**config.mk**
```make
export PLATFORM = sky130hd
export DESIGN_NAME = trap_ctrl
export DESIGN_NICKNAME = d
export VERILOG_FILES = /design/src/rtl/trap_ctrl.sv
export SDC_FILE = /design/constraint.sdc
export NUM_CORES = 1
export LEC_CHECK = 0
export BUFFER_PORTS_ARGS = -buffer_cell sky130_fd_sc_hd__buf_2
export CAP_MARGIN = 20
export CORE_MARGIN = 1
export CORE_UTILIZATION = 50
export CTS_BUF_LIST = sky130_fd_sc_hd__clkbuf_16
export CTS_CLUSTER_DIAMETER = 60
export DETAILED_ROUTE_END_ITERATION = 8
export PLACE_DENSITY = 0.77
export RECOVER_POWER = 25
export SYNTH_ARGS = -nofsm -noshare
export SYNTH_HDL_FRONTEND = slang
export SYNTH_SLANG_ARGS = --single-unit
```
**constraint.sdc**
```tcl
create_clock -name clk -period 5.25 [get_ports clk]
set_input_delay 0.2625 -clock clk [delete_from_list [all_inputs] [get_ports clk]]
set_output_delay 0.2625 -clock clk [all_outputs]
set_load 0.01 [all_outputs]
```
**src/rtl/trap_ctrl.sv**
```systemverilog
// Machine-mode trap controller: walks the CSR read/write sequence for exceptions,
// interrupts and MRET, then issues a one-cycle fetch redirect.
module trap_ctrl #(
    parameter int XLEN = 32
) (
    input  logic            clk,
    input  logic            rst_n,
    input  logic            exc_valid,
    input  logic [4:0]      exc_code,
    input  logic [XLEN-1:0] exc_pc,
    input  logic [XLEN-1:0] exc_tval,
    input  logic            mret_valid,
    output logic            trap_ready,
    input  logic            irq_ext,
    input  logic            irq_sw,
    input  logic            irq_tmr,
    input  logic [XLEN-1:0] int_pc,
    input  logic            int_pc_valid,
    output logic            csr_rd_en,
    output logic            csr_wb_en,
    output logic [11:0]     csr_idx,
    output logic [XLEN-1:0] csr_wdata,
    input  logic [XLEN-1:0] csr_rdata,
    output logic            busy,
    output logic            redirect_valid,
    output logic [XLEN-1:0] redirect_pc
);

    localparam logic [11:0] CSR_MSTATUS = 12'h300;
    localparam logic [11:0] CSR_MIE     = 12'h304;
    localparam logic [11:0] CSR_MTVEC   = 12'h305;
    localparam logic [11:0] CSR_MEPC    = 12'h341;
    localparam logic [11:0] CSR_MCAUSE  = 12'h342;
    localparam logic [11:0] CSR_MTVAL   = 12'h343;
    localparam logic [XLEN-1:0] ALIGN_MASK = {{(XLEN-2){1'b1}}, 2'b00};

    typedef enum logic [3:0] {
        IDLE, RD_STAT, RD_MIE, WR_EPC, WR_CAUSE, WR_TVAL, WR_STAT, RD_TVEC, RD_EPC, REDIR
    } state_e;

    typedef enum logic [1:0] {K_EXC, K_INT, K_MRET} kind_e;

    state_e          state_q, state_d;
    kind_e           kind_q, kind_d;
    logic [XLEN-1:0] pc_q, pc_d;
    logic [XLEN-1:0] tval_q, tval_d;
    logic [2:0]      irq_q, irq_d;
    logic [4:0]      code_q, code_d;
    logic [XLEN-1:0] mstatus_q, mstatus_d;

    logic            csr_rd_en_q, csr_rd_en_d;
    logic            csr_wb_en_q, csr_wb_en_d;
    logic [11:0]     csr_idx_q, csr_idx_d;
    logic [XLEN-1:0] csr_wdata_q, csr_wdata_d;
    logic            redirect_valid_q, redirect_valid_d;
    logic [XLEN-1:0] redirect_pc_q, redirect_pc_d;

    logic [2:0]      pend;
    logic [XLEN-1:0] target;

    function automatic logic [XLEN-1:0] trapStatus(input logic [XLEN-1:0] s);
        logic [XLEN-1:0] r;
        r        = s;
        r[7]     = s[3];
        r[3]     = 1'b0;
        r[12:11] = 2'b11;
        return r;
    endfunction

    function automatic logic [XLEN-1:0] mretStatus(input logic [XLEN-1:0] s);
        logic [XLEN-1:0] r;
        r        = s;
        r[3]     = s[7];
        r[7]     = 1'b1;
        r[12:11] = 2'b11;
        return r;
    endfunction

    always_comb begin
        state_d          = state_q;
        kind_d           = kind_q;
        pc_d             = pc_q;
        tval_d           = tval_q;
        irq_d            = irq_q;
        code_d           = code_q;
        mstatus_d        = mstatus_q;
        csr_rd_en_d      = 1'b0;
        csr_wb_en_d      = 1'b0;
        csr_idx_d        = '0;
        csr_wdata_d      = '0;
        redirect_valid_d = 1'b0;
        redirect_pc_d    = '0;
        pend             = '0;
        target           = '0;

        case (state_q)
            IDLE: begin
                if (exc_valid) begin
                    kind_d  = K_EXC;
                    pc_d    = exc_pc;
                    tval_d  = exc_tval;
                    code_d  = exc_code;
                    irq_d   = {irq_ext, irq_sw, irq_tmr};
                    state_d = RD_STAT;
                end else if (mret_valid) begin
                    kind_d  = K_MRET;
                    pc_d    = exc_pc;
                    tval_d  = '0;
                    code_d  = '0;
                    irq_d   = {irq_ext, irq_sw, irq_tmr};
                    state_d = RD_STAT;
                end else if (int_pc_valid && (irq_ext || irq_sw || irq_tmr)) begin
                    kind_d  = K_INT;
                    pc_d    = int_pc;
                    tval_d  = '0;
                    code_d  = '0;
                    irq_d   = {irq_ext, irq_sw, irq_tmr};
                    state_d = RD_STAT;
                end
            end
            RD_STAT: begin
                mstatus_d = csr_rdata;
                case (kind_q)
                    K_INT:   state_d = RD_MIE;
                    K_MRET:  state_d = WR_STAT;
                    default: state_d = WR_EPC;
                endcase
            end
            RD_MIE: begin
                // Latched vector {ext,sw,tmr} masked by the matching mie enable bits.
                pend = irq_q & {csr_rdata[11], csr_rdata[3], csr_rdata[7]};
                if (mstatus_q[3] && (pend != 3'b000)) begin
                    code_d  = pend[2] ? 5'd11 : (pend[1] ? 5'd3 : 5'd7);
                    state_d = WR_EPC;
                end else begin
                    state_d = IDLE;
                end
            end
            WR_EPC:   state_d = WR_CAUSE;
            WR_CAUSE: state_d = WR_TVAL;
            WR_TVAL:  state_d = WR_STAT;
            WR_STAT:  state_d = (kind_q == K_MRET) ? RD_EPC : RD_TVEC;
            RD_TVEC: begin
                target = csr_rdata & ALIGN_MASK;
                if ((csr_rdata[1:0] == 2'b01) && (kind_q == K_INT)) begin
                    target = target + {{(XLEN-7){1'b0}}, code_q, 2'b00};
                end
                state_d = REDIR;
            end
            RD_EPC: begin
                target  = csr_rdata & ALIGN_MASK;
                state_d = REDIR;
            end
            REDIR:    state_d = IDLE;
            default:  state_d = IDLE;
        endcase

        // Outputs are registered, so they are decoded from the state being entered.
        case (state_d)
            RD_STAT: begin csr_rd_en_d = 1'b1; csr_idx_d = CSR_MSTATUS; end
            RD_MIE:  begin csr_rd_en_d = 1'b1; csr_idx_d = CSR_MIE;     end
            RD_TVEC: begin csr_rd_en_d = 1'b1; csr_idx_d = CSR_MTVEC;   end
            RD_EPC:  begin csr_rd_en_d = 1'b1; csr_idx_d = CSR_MEPC;    end
            WR_EPC: begin
                csr_wb_en_d = 1'b1;
                csr_idx_d   = CSR_MEPC;
                csr_wdata_d = pc_d & ALIGN_MASK;
            end
            WR_CAUSE: begin
                csr_wb_en_d = 1'b1;
                csr_idx_d   = CSR_MCAUSE;
                csr_wdata_d = {(kind_d == K_INT), {(XLEN-6){1'b0}}, code_d};
            end
            WR_TVAL: begin
                csr_wb_en_d = 1'b1;
                csr_idx_d   = CSR_MTVAL;
                csr_wdata_d = (kind_d == K_INT) ? '0 : tval_d;
            end
            WR_STAT: begin
                csr_wb_en_d = 1'b1;
                csr_idx_d   = CSR_MSTATUS;
                csr_wdata_d = (kind_d == K_MRET) ? mretStatus(mstatus_d) : trapStatus(mstatus_d);
            end
            REDIR: begin
                redirect_valid_d = 1'b1;
                redirect_pc_d    = target;
            end
            default: ;
        endcase
    end

    always_ff @(posedge clk or negedge rst_n) begin
        if (!rst_n) begin
            state_q          <= IDLE;
            kind_q           <= K_EXC;
            pc_q             <= '0;
            tval_q           <= '0;
            irq_q            <= '0;
            code_q           <= '0;
            mstatus_q        <= '0;
            csr_rd_en_q      <= 1'b0;
            csr_wb_en_q      <= 1'b0;
            csr_idx_q        <= '0;
            csr_wdata_q      <= '0;
            redirect_valid_q <= 1'b0;
            redirect_pc_q    <= '0;
        end else begin
            state_q          <= state_d;
            kind_q           <= kind_d;
            pc_q             <= pc_d;
            tval_q           <= tval_d;
            irq_q            <= irq_d;
            code_q           <= code_d;
            mstatus_q        <= mstatus_d;
            csr_rd_en_q      <= csr_rd_en_d;
            csr_wb_en_q      <= csr_wb_en_d;
            csr_idx_q        <= csr_idx_d;
            csr_wdata_q      <= csr_wdata_d;
            redirect_valid_q <= redirect_valid_d;
            redirect_pc_q    <= redirect_pc_d;
        end
    end

    assign trap_ready     = (state_q == IDLE);
    assign busy           = (state_q != IDLE);
    assign csr_rd_en      = csr_rd_en_q;
    assign csr_wb_en      = csr_wb_en_q;
    assign csr_idx        = csr_idx_q;
    assign csr_wdata      = csr_wdata_q;
    assign redirect_valid = redirect_valid_q;
    assign redirect_pc    = redirect_pc_q;

endmodule
```
==> Word level (Yosys, flattened, before mapping) <==
Index checks and enable logic that the tools add are counted.
{ "classes": {"add_sub_neg": 1, "eq_ne": 22, "muxes": 40, "bitwise": 1, "n_reduce_logical": 15} }
{ "op_table": {"columns": ["op", "count"], "rows": [
  ["two-way mux 32 bit", 12],
  ["case mux 32 bit (4 select lines)", 1],
  ["case mux 32 bit (2 select lines)", 1],
  ["case mux 10 bit (6 select lines)", 1],
  ["adder 32 x 7 -> 32 bit", 1],
  ["equality test 4 x 3 -> 1 bit (second input constant)", 8],
  ["case mux 4 bit (8 select lines)", 1],
  ["two-way mux 4 bit", 5],
  ["two-way mux 5 bit", 4],
  ["equality test 4 x 2 -> 1 bit (second input constant)", 4],
  ["equality test 4 bit (second input constant)", 3],
  ["two-way mux 3 bit", 4],
  ["two-way mux 2 bit", 5],
  ["case mux 5 bit (2 select lines)", 1],
  ["equality test 4 x 1 -> 1 bit (second input constant)", 2],
  ["two-way mux 8 bit", 1],
  ["OR reduction 4 bit", 2],
  ["equality test 2 x 1 -> 1 bit (second input constant)", 3],
  ["case mux 3 bit (2 select lines)", 1],
  ["nonzero test 3 bit", 2],
  ["OR reduction 2 bit", 3],
  ["equality test 2 bit (second input constant)", 2],
  ["logical NOT 4 bit", 1],
  ["nonzero test 4 bit", 1],
  ["5 further kinds", 10]
]} }
{ "totals": {"regBits": 189, "in_bits": 141, "output_inout_bits": 81, "elab_cells": 94} }

==> Depth between registers and ports, before layout <==
Gate-level depths: netlist (run 1).
{ "depth": {"word_depth": 10, "ltp_mapped": 10, "depth_no_buf": 9} }

==> Least setup slack after synthesis (run 1) <==
No wires, ideal clock.
{ "synth_path": {"path_kind": "reg2reg", "start": "reg kind_q[0]", "end": "reg csr_wdata_q[31], in the netlist csr_wdata[31]", "t_arrival_ns": 2.473, "required_time_ns": 5.178, "setup_slack_ns": 2.705, "path_stages_with_launch": 11, "n_path_buf": 2, "synth_period_minus_slack_ns": 2.545, "path_cell_list": "dfrtp_1 inv_1 ha_1 or3b_2 and3_1 o311a_4 or3b_1 buf_2 buf_6 nand2b_1 nand4_1"} }
{ "synth_via": {"elab_chain_cells": 7, "word_cells_on_any_way": 16, "cone_classes": "eq/ne: 7; mux: 9"} }
{ "synth_rtl": {"columns": ["item", "line_no", "text"], "rows": [
  ["start: declaration", "44", "kind_e kind_q, kind_d;"],
  ["start signal: assignment", "209", "kind_q <= kind_d;"],
  ["parallel branches: the longest is 6 deep, another holds case mux 4 bit (8 select lines)", null, null],
  ["case mux 32 bit (4 select lines) *", "159", "case (state_d)"],
  ["via csr_wdata_d[31]", "54", "logic [XLEN-1:0] csr_wdata_q, csr_wdata_d;"],
  ["end signal: assignment", "218", "csr_wdata_q <= csr_wdata_d;"],
  ["end: declaration", "54", null]
]} }
Mark *: on every way through the listed nets, which the timed path passes.
A chain may end at the register's enable or synchronous reset.

==> Worst setup path in the final report (run 1) <==
{ "layout_path": {"start": "reg state_q[0]", "end": "reg csr_wdata_q[5], in the netlist csr_wdata[5]"} }
{ "layout_via": {"elab_chain_cells": 6, "word_cells_on_any_way": 26, "cone_classes": "eq/ne: 13; mux: 11; reduce/logical: 2"} }
{ "layout_rtl": {"columns": ["item", "line_no", "text"], "rows": [
  ["start: declaration", "43", "state_e state_q, state_d;"],
  ["start signal: assignment", "208", "state_q <= state_d;"],
  ["two-way mux 4 bit", "112", "end else if (int_pc_valid && (irq_ext || irq_sw || irq_tmr)) begin"],
  ["two-way mux 4 bit", "105", "end else if (mret_valid) begin"],
  ["two-way mux 4 bit", "98", "if (exc_valid) begin"],
  ["case mux 4 bit (8 select lines)", "96", "case (state_q)"],
  ["equality test 4 x 3 -> 1 bit or equality test 4 x 2 -> 1 bit (tied branches)", "159", null],
  ["case mux 32 bit (4 select lines) *", "159", null],
  ["via csr_wdata_d[5]", "54", null]
]} }
Mark *: on every way through the listed nets, which the timed path passes. The rest lies on a longest branch.

==> results of run 1 <==
-- cells in the final DEF, fill, tap and decap left out, types with 17 or more instances in the layout --
| master | count |
|---|---|
| a22o_1 | 35 |
| mux2_2 | 33 |
| a22oi_1 | 34 |
| nand2_1 | 72 |
| a21oi_1 | 22 |
| a221o_1 | 26 |
| buf_2 | 208 |
| clkbuf_16 | 17 |
| o21ai_0 | 60 |
| nor2b_1 | 26 |
| dfrtp_1 | 176 |
-- worst paths after layout --
check	endpoint	from	cells after the start
worst min-delay path	code_q[4]	exc_code[4]	2
worst max-delay path	csr_wdata[5]	state_q[0]	8
min in group asynchronous	redirect_pc[3]	rst_n	2
worst max register to register	csr_wdata[5]	state_q[0]	8
max in group asynchronous	tval_q[17]	rst_n	3
worst min register to register	pc_q[14]	pc_q[14]	2
-- through the flow --
step	setup WS [ns]	hold slack, ns	std cells	util (%)	instance area [µm²]
4_1_cts	2.08	0.0490	1128	63.3	9690
3_5_place_dp	2.13	0.480	1096	59.5	9110
3_3_place_gp	2.19	0.464	1096	59.5	9110
5_1_grt	1.87	0.0572	1131	63.5	9730
6_report	2.10	0.0696	1131	63.5	9730
2_1_floorplan	2.71	-0.0331	722	-	7960
-- area by class of cell --
class,instances,area share (%)
inverter,15,0.579
sequential,176,45.3
clock buffer,17,4.37
multi-input combinational,473,33.3
tap,211,2.71
clock inverter,15,1.62
antenna,1,0.0257
timing repair buffer,223,12.1
-- logic make-up after synthesis --
group	after synthesis
DFF	176
and+or+nand+nor	194
other	1
muxes	34
AOI/OAI and AO/OA	227
xor gates and xnor gates	2
adders and majority gates	8
buffers and inverters	73
-- report_power, final --
part	internal (W)	switching [W]	total, W
registers	0.00192	0.000241	0.00217
clock network	0.000706	0.000544	0.00125
logic	0.000979	0.00129	0.00227
-- sequential cells by signal (all words and copies together) (netlist names) --
signal / count
irq_q: 3
pc_q: 30
redirect_pc: 30
kind_q: 2
redirect_valid: 1
state_q: 4
tval_q: 32
csr_idx: 5
csr_rd_en: 1
mstatus_q: 30
csr_wdata: 32
csr_wb_en: 1
code_q: 5
-- routing by layer --
layer	vias up	wire length (µm)	global-route usage, %
li1	3014	-	-
met1	3105	9590	39.3
met2	273	8860	37.5
met3	41	1220	4.80
met4	0	608	12.0
met5	-	0	0
-- worst max-delay path: cells and delay by family (launching register included) --
kind	cells	cell delay [ns]
flops	1	0.56
simple gates	3	1.29
compound gates	3	0.57
buf+inv	2	0.65
==> results.md, run 1 <==
* Register area share after synthesis at a little under three fifths
* Slowest stage delay, CP at between 0.6 and 0.7 ns
* Avg Synthesized Cell Area at between 10 and 15 µm²
* Total CTS buffers at 17
* Count leader, synth: dfrtp_1
* Dominant cells by area after synthesis: dfrtp_1, mux2_2, a22o_1
* Tcrit/Tclk final at about three fifths
* ANT nets after route at 0
* Die X at roughly 130 µm
* Final Total Pwr at 0.00568 W
* Main flop type after synthesis: dfrtp_1
* Gr usage total at 26.4%
* Min Tclk post-route at 3.15 ns
* Nets at 1,055
* Mapped Area at a little under 8000 µm²
* Post-CTS Setup Bufs at 0
* Die Area at 16,400 µm²
* HP Class: in2reg
* Netlist cell types at 62
* R2R Setup Slk at ~2.1 ns
* Final Hold Vio Count at 0
* Synth Area in Compound Gates at 20.9%
* Initial antenna violation count at 1
* Gpl congestion at 0.890
* FILL cells at ~1,300
* Worst path arrival time at roughly 3.5 ns
* Congestion Overflow GR at 0
* First-pass GRT wire length at 32,400 µm
* Crit-path max FO at 35
* Cell Pwr Density at 584 nW/µm²
* Insertion delay to the later sink of the worst-skew pair at around 0.44 ns
* Die height at 128 µm
* Num ports at 222
* Required time of the critical path at 5.62 ns
* Reg clk slew, reported paths at 0.07 ns
* Std cell rows at 45
* VDD IR max at 0.286 mV
* Layout area overhead at 22.7%
* Outcome: finished, violations left
* CTS resizes at 0
* Root buffer cell: clkbuf_16
* Rel. slew slack at -13.0%
* H-tree depth at 4
* Post-synth EDFFs at 0
* Core area at 15,300 µm²
* Mux share of post-synthesis cell area at under 10%
* Layout cells sized above 1 at 32.6%
* # DRC at 0
* Vias in the first global route at 5,866
* Detailed Route WL at 20,300 µm
* Post-DP HPWL at about 14,000 µm
* Critical path capture point type: register
* Drt first pass iters at 5
* Initial DRC Count at about 550
* RSZ-0062 raised after global routing: false
* CP Cell Sequence: nor4_4, inv_2, a21o_2, o311a_4, or3b_1, buf_4, nor2b_1, a221o_1
* Synth Instances at approximately 720
* Synth Area in XOR/XNOR at 0.221%
* Commonest cells in the netlist: dfrtp_1, nand2_1, o21ai_0
* Largest area contributor in the netlist: dfrtp_1
* Failing checks: max-capacitance violations, max-slew violations
* Max-slew violations at 32
* Max clock buf depth at 2
* Synth top area share at 55.5%
* Maximum Capacitance Violations at 1
* Critical-path top delay cell: or3b_1
* Setup TNS at 0 ns
* Via count at ~6,400
* Clk sink count at 176
* Crit path kind: reg2reg
* Multi-input gate area at 3240 µm²
* CP Launch Type: register
* Wire per inst at 17.9 µm
* Starting density of the core at 51.8%
* Register area at 4400 µm²
* FFs w/ async S/R, synth at 100%
* Pin count of the biggest net entering global routing at 125
* Post-synthesis simple-gate area fraction at around 13%
* CTS tree: yes
* Largest family of logic cells by synthesized area: compound AO/OA/AOI/OAI gates
* P_leak at approximately 4.8 nW
* Fmax at 317 MHz
* Final Setup Violations at 0
* Worst-Margin Slew at between 1.5 and 2 ns
* Synth warn at 0
* Setup Skew at 0.0101 ns
* Vias per cell at between 5 and 6
* Post-Synth Adder-Cell Area at 1.36%
* Hold_buf cts at 0
* FF+latch count, synth at 176
* IO buf count at 209
Note: power is estimated with default switching activity, not from simulation.
==> run 2, diff against run 1 <==
- ABC_AREA: unset -> 1
- PLACE_DENSITY: 0.77 -> 0.76
- clock period: 5.25 -> 3 ns (I/O delays scaled with it)
==> results.md, run 2 <==
* Tcrit/Tclk final at 84.0%
* Combinational Power Share at 44.9%
* Netlist cell types at 42
* Most common cell after layout, fill and taps aside: nand2_1
* Layout cells sized above 1 at 20.0%
* H-tree depth at 4
* Wire per inst at between 15 and 20 µm
* Die Area at 18,000 µm²
* Setup TNS at 0 ns
* Setup Skew at 0.0142 ns
* Vias in the first global route at ~7,600
* Min Tclk post-route at roughly 2.5 ns
* Register area share after synthesis at 50.5%
* Clock power share at ~20%
* Synth Instances at roughly 1,000
* Insertion delay to the later sink of the worst-skew pair at 0.44 ns
* Antenna diode count at 0
* FILL cells at 1,469
* Post-synth EDFFs at 0
* Count leader, synth: nand2_1
* Synth top area share at about half
* Total CTS buffers at 17
* Final Hold Vio Count at 0
* Outcome: finished, violations left
* Crit-path max FO at 17
* Register area at around 4400 µm²
* Initial DRC Count at 746
* Gpl congestion at 0.963
* Die height at 134 µm
* Switch share at a little over two fifths
* Final Setup Violations at 0
* Most frequent cells in the layout: nand2_1, dfrtp_1, buf_2, nor2_1
* Via count at 8,152
* Nets at around 1,400
* Fmax at roughly 400 MHz
* FF+latch count, synth at 176
* First-pass GRT wire length at around 40,000 µm
* Commonest cells in the netlist: nand2_1, dfrtp_1, nor2_1
* Rel. slew slack at 0.306%
* FFs w/ async S/R, synth at 100%
* Cell Pwr Density at 949 nW/µm²
* Max clock buf depth at 2
* Largest area contributor in the netlist: dfrtp_1
* Congestion Overflow GR at 0
* Core Util, Final at roughly 64%
* Mapped Area at 8720 µm²
* HP Class: in2reg
* Std cell rows at 47
* Flop pwr share at a little over a third
* CP Launch Type: register
* Failing checks: max-capacitance violations
* Cell total after placement at 1,442
* Num ports at 222
* IO buf count at roughly 210
* Root buffer cell: clkbuf_16
* Post-DP HPWL at 18,700 µm
* RSZ-0062 raised after global routing: false
* Reg clk slew, reported paths at 0.07 ns
* Net Switching at between 0.004 and 0.005 W
* Gr usage total at 29.2%
* Maximum Capacitance Violations at 1
* Critical path capture point type: register
* ANT nets after route at 0
* Clk sink count at between 150 and 200
* Max-slew violations at 0
* Layout area overhead at 23.5%
* Fin cells at about 1,500
* Avg Synthesized Cell Area at 8.35 µm²
* Vias per cell at 5.38
* Synth warn at 0
* VDD IR max at 0.560 mV
* Core area at approximately 17,000 µm²
* Initial antenna violation count at 0
* Crit path kind: reg2reg
* Die X at 134 µm
* Main flop type after synthesis: dfrtp_1
* Drt first pass iters at 5
* Required time of the critical path at 3.37 ns
* Internal at 0.00575 W
* Pin count of the biggest net entering global routing at 64
* Worst-Margin Slew at between 1 and 1.5 ns
* Dominant cells by area after synthesis: dfrtp_1, nand2_1, nor2_1
* Detailed Route WL at about 26,000 µm
* Multi-input gate area at 3670 µm²
* Starting density of the core at 51.9%
* Worst path arrival time at 2.89 ns
* P_leak at approximately 5.6 nW
* # DRC at 0
* CTS tree: yes
==> run 2: changes by cell type after synthesis, sizes merged, moves of 26 or more <==
cell,change
nand3,+76
inv,+81
nor2b,-26
nand2,+211
a22oi,-33
a221o,-26
nor2,+122
nand4,+40
mux2,-31
==> run 2: power by group through the flow <==
stage	Clock, W	Sequential, W	Combinational, W
after global placement	0	0.00360	0.00438
after floorplan	0	0.00361	0.00320
after detailed placement	0	0.00362	0.00450
after global routing	0.00217	0.00366	0.00508
after CTS	0.00208	0.00358	0.00458
final	0.00205	0.00359	0.00459
==> run 2: cell type report <==
type,count,area share (%)
flip-flops and latches,176,40.9
multi-input cells,727,34.1
repair buffers,264,14.1
clock buffers,17,3.95
inverters,96,3.39
well taps,220,2.56
clock inverters,15,1.03
==> run 2: layer usage <==
layer	wire, µm	up-vias	global-route usage (%)
li1	-	3891	-
met2	11300	409	44.4
met5	0	-	0
met1	11800	3817	42.8
met4	482	0	7.49
met3	2110	35	6.05
==> run 2: metrics by stage <==
step                area, µm²  worst slack, ns  hold WS, ns  total power [W]
CTS                     10800            0.236     0.000143           0.0102
detailed placement       9890            0.273        0.166          0.00812
global route            10800            0.258      0.00546           0.0109
floorplan                8750             1.07       -0.146          0.00681
global placement         9870           -0.119        0.167          0.00798
finish                  10800            0.480      0.00469           0.0102
==> run 2: what timing repair did <==
| item | 4_1_cts | 5_1_grt |
|---|---|---|
| hold buffers | 38 | 3 |
| setup endpoints to repair | 0 | 1 |
| resized for setup | 0 | 1 |
| hold endpoints to repair | 97 | 3 |
| buffers inserted | 0 | 0 |
==> run 2: path summary, 6_finish.rpt <==
path / start / to / slack (ns) / cells after the start
setup / recovery: state_q[1] / csr_wdata[3] / 0.48 / 10
hold / removal: exc_tval[25] / tval_q[25] / 0.005 / 2
setup reg to reg: state_q[1] / csr_wdata[3] / 0.48 / 10
hold reg to reg: tval_q[2] / tval_q[2] / 0.48 / 2
max in group asynchronous: rst_n / redirect_pc[27] / 0.75 / 3
min in group asynchronous: rst_n / pc_q[12] / 0.62 / 2
==> run 2: logic make-up after synthesis <==
logic type | after synthesis | share of synthesized area (%)
AO/OA/AOI/OAI | 125 | 9.64
buffers and inverters | 149 | 7.76
adder cells (fa/ha/maj) | 8 | 1.23
other | 1 | 0.0430
XOR/XNOR | 5 | 0.502
AND/OR/NAND/NOR | 579 | 30.1
flip-flops | 176 | 50.5
multiplexers | 2 | 0.258
==> run 2: critical path, cell delays in order (launching register included) <==
cell and delay [ns]:
dfrtp_1 0.63, nor2_8 0.08, nand2_4 0.19, inv_2 0.18, nor2_4 0.17, nand2_1 0.11
nor2_4 0.44, nand3_1 0.33, nor2_1 0.21, nor2_1 0.06, nand2_1 0.05
==> run 3, diff against run 2 <==
- CORE_UTILIZATION: 50 -> 48
- clock period: 3 -> 2.14 ns (I/O delays scaled with it)
==> results.md, run 3 (synthesized netlist as in run 2, its figures left out) <==
* ANT nets after route at 0
* Root buffer cell: clkbuf_16
* Layout area overhead at 32.9%
* Final Hold Vio Count at 0
* Wire per inst at 16.7 µm
* Most frequent cells in the layout: nand2_1, buf_2, dfrtp_1, nor2_1, inv_1
* GRT busiest layer: met2
* Flop pwr share at 33.4%
* Vias in the first global route at 8,079
* Total CTS buffers at 17
* Most common cell after layout, fill and taps aside: nand2_1
* Gr usage total at 29.1%
* Detailed Route WL at roughly 26,000 µm
* Critical path capture point type: register
* Congestion Overflow GR at 0
* Initial antenna violation count at 0
* Area after DPL at approximately 10,000 µm²
* Internal at 0.00865 W
* First-pass GRT wire length at around 40,000 µm
* Std cell rows at 48
* Reg clk slew, reported paths at about 0.070 ns
* Nets at 1,494
* Antenna diode count at 0
* Drt first pass iters at 5
* Final Setup Violations at 0
* Rel. slew slack at 19.1%
* Worst hold path cell count at 3
* Post-DP HPWL at 18,700 µm
* Clk sink count at 176
* CP Cell Sequence: nor2_4, nand2_4, nor2_1, inv_2, buf_4, nor2_1, a21oi_1, o21ai_1, nor2_1, nor2_1, nand2_1
* Max clock buf depth at 2
* VDD IR max at a little over 0.7 mV
* Met1 usage at between 40 and 50%
* Die X at 137 µm
* Outcome: finished, final reports clean
* Min Tclk post-route at 1.98 ns
* Critical-path top delay cell: dfrtp_1
* Max-slew violations at 0
* FILL cells at 1,416
* # DRC at 0
* Setup Skew at approximately 0.011 ns
* Met2 Usage GRT at 46.3%
* Die Area at approximately 19,000 µm²
* CP Launch Type: register
* Die height at about 140 µm
* Worst-Margin Slew at 1.21 ns
* Levels on crit path at 11
* Crit-path max FO at 30
* Crit-path leading delay family: simple AND/OR/NAND/NOR gates
* Most used cell, CP: nor2_1
* Core area at 17,500 µm²
* Worst path arrival time at 2.30 ns
* Final instance area at 11,600 µm²
* Num ports at 222
* Crit path kind: reg2reg
* Starting density of the core at roughly half
* Slowest stage delay, CP at 0.44 ns
* Core Util, Final at 66.1%
* Reg2Reg Depth at 11
* Tcrit/Tclk final at 92.4%
* Initial DRC Count at 671
* Via count at 8,405
* Gpl congestion at around 0.92
* Vias per cell at ~5.3
* Fmax at 506 MHz
* Pin count of the biggest net entering global routing at 66
* Cell Pwr Density at 1290 nW/µm²
* Buf/Inv on CP at 2
* IO buf count at between 200 and 250
* Maximum Capacitance Violations at 0
* Combinational Power Share at a little under half
* P_leak at 6.14 nW
* HP Class: in2reg
* Net Switching at between 0.006 and 0.007 W
* Layout cells sized above 1 at 24.7%
* H-tree depth at 4
* Required time of the critical path at between 2 and 2.5 ns
* Switch share at 42.3%
* Grt met3 use at under 10%
* CTS tree: yes
* Insertion delay to the later sink of the worst-skew pair at around 0.43 ns
* Clock power share at 20.8%
run 3: cell types whose count changed in the layout (fill, tap and decap cells not counted), sizes merged:
| cell | delta |
|---|---|
| inv | +1 |
| bufinv | +1 |
| clkbuf | -43 |
| dlygate4sd3 | +44 |
| buf | +62 |
| clkinvlp | -2 |
run 3: power by group through the flow:
stage                     logic (W)  registers (W)  clock network, W
after global placement      0.00639        0.00502                 0
after global routing        0.00756        0.00511           0.00331
after CTS                   0.00672        0.00500           0.00317
final                       0.00686        0.00501           0.00312
after floorplan             0.00449        0.00506                 0
after detailed placement    0.00654        0.00505                 0
run 3: final timing paths:
path / start / end / slack (ns)
max: state_q[2] / csr_wdata[31] / 0.16
min: exc_pc[20] / pc_q[20] / 0.01
max reg2reg: state_q[2] / csr_wdata[31] / 0.16
min reg2reg: tval_q[2] / tval_q[2] / 0.48
max in group asynchronous: rst_n / redirect_pc[24] / 0.53
min in group asynchronous: rst_n / irq_q[2] / 0.46
run 3: timing repair:
item                                    CTS  global route
setup buffers                             0             3
hold endpoints to repair                118             0
pin swaps                                 0             1
endpoints found under the setup margin    1            46
hold buffers                             85             0
resized for setup                         2            13
run 3: per-layer routing:
metal,wire length (µm),vias up
met4,520,0
li1,-,4021
met5,0,-
met2,12100,393
met1,11700,3945
met3,2160,46
run 3: through the flow:
step                      worst slack [ns]  cells  hold WS, ns  power (W)  setup TNS (ns)
after floorplan                      0.207   1052       -0.189    0.00955               0
final                                0.163   1583       0.0128     0.0150               0
after CTS                           0.0208   1580      0.00184     0.0149               0
after detailed placement            0.0327   1463       0.0759     0.0116               0
after global routing             -0.000788   1583       0.0126     0.0160       -0.000788
after global placement              0.0937   1463       0.0738     0.0114               0
run 3: final cells by class:
| class | count | area, µm² | area share (%) |
|---|---|---|---|
| Multi-Input combinational cell | 727 | 3710 | 32.0 |
| Inverter | 96 | 368 | 3.17 |
| Clock inverter | 15 | 173 | 1.49 |
| Timing Repair Buffer | 327 | 2230 | 19.2 |
| Clock buffer | 17 | 425 | 3.67 |
| Sequential cell | 176 | 4410 | 38.0 |
| Tap cell | 225 | 282 | 2.43 |
run 3: worst register-to-register path, cell delays in order, from the launching register on:
cell and delay, ns:
dfrtp_1 0.44, nor2_4 0.26, nand2_4 0.12, nor2_1 0.18, inv_2 0.07, buf_4 0.24, nor2_1 0.15, a21oi_1 0.05
o21ai_1 0.13, nor2_1 0.09, nor2_1 0.09, nand2_1 0.06
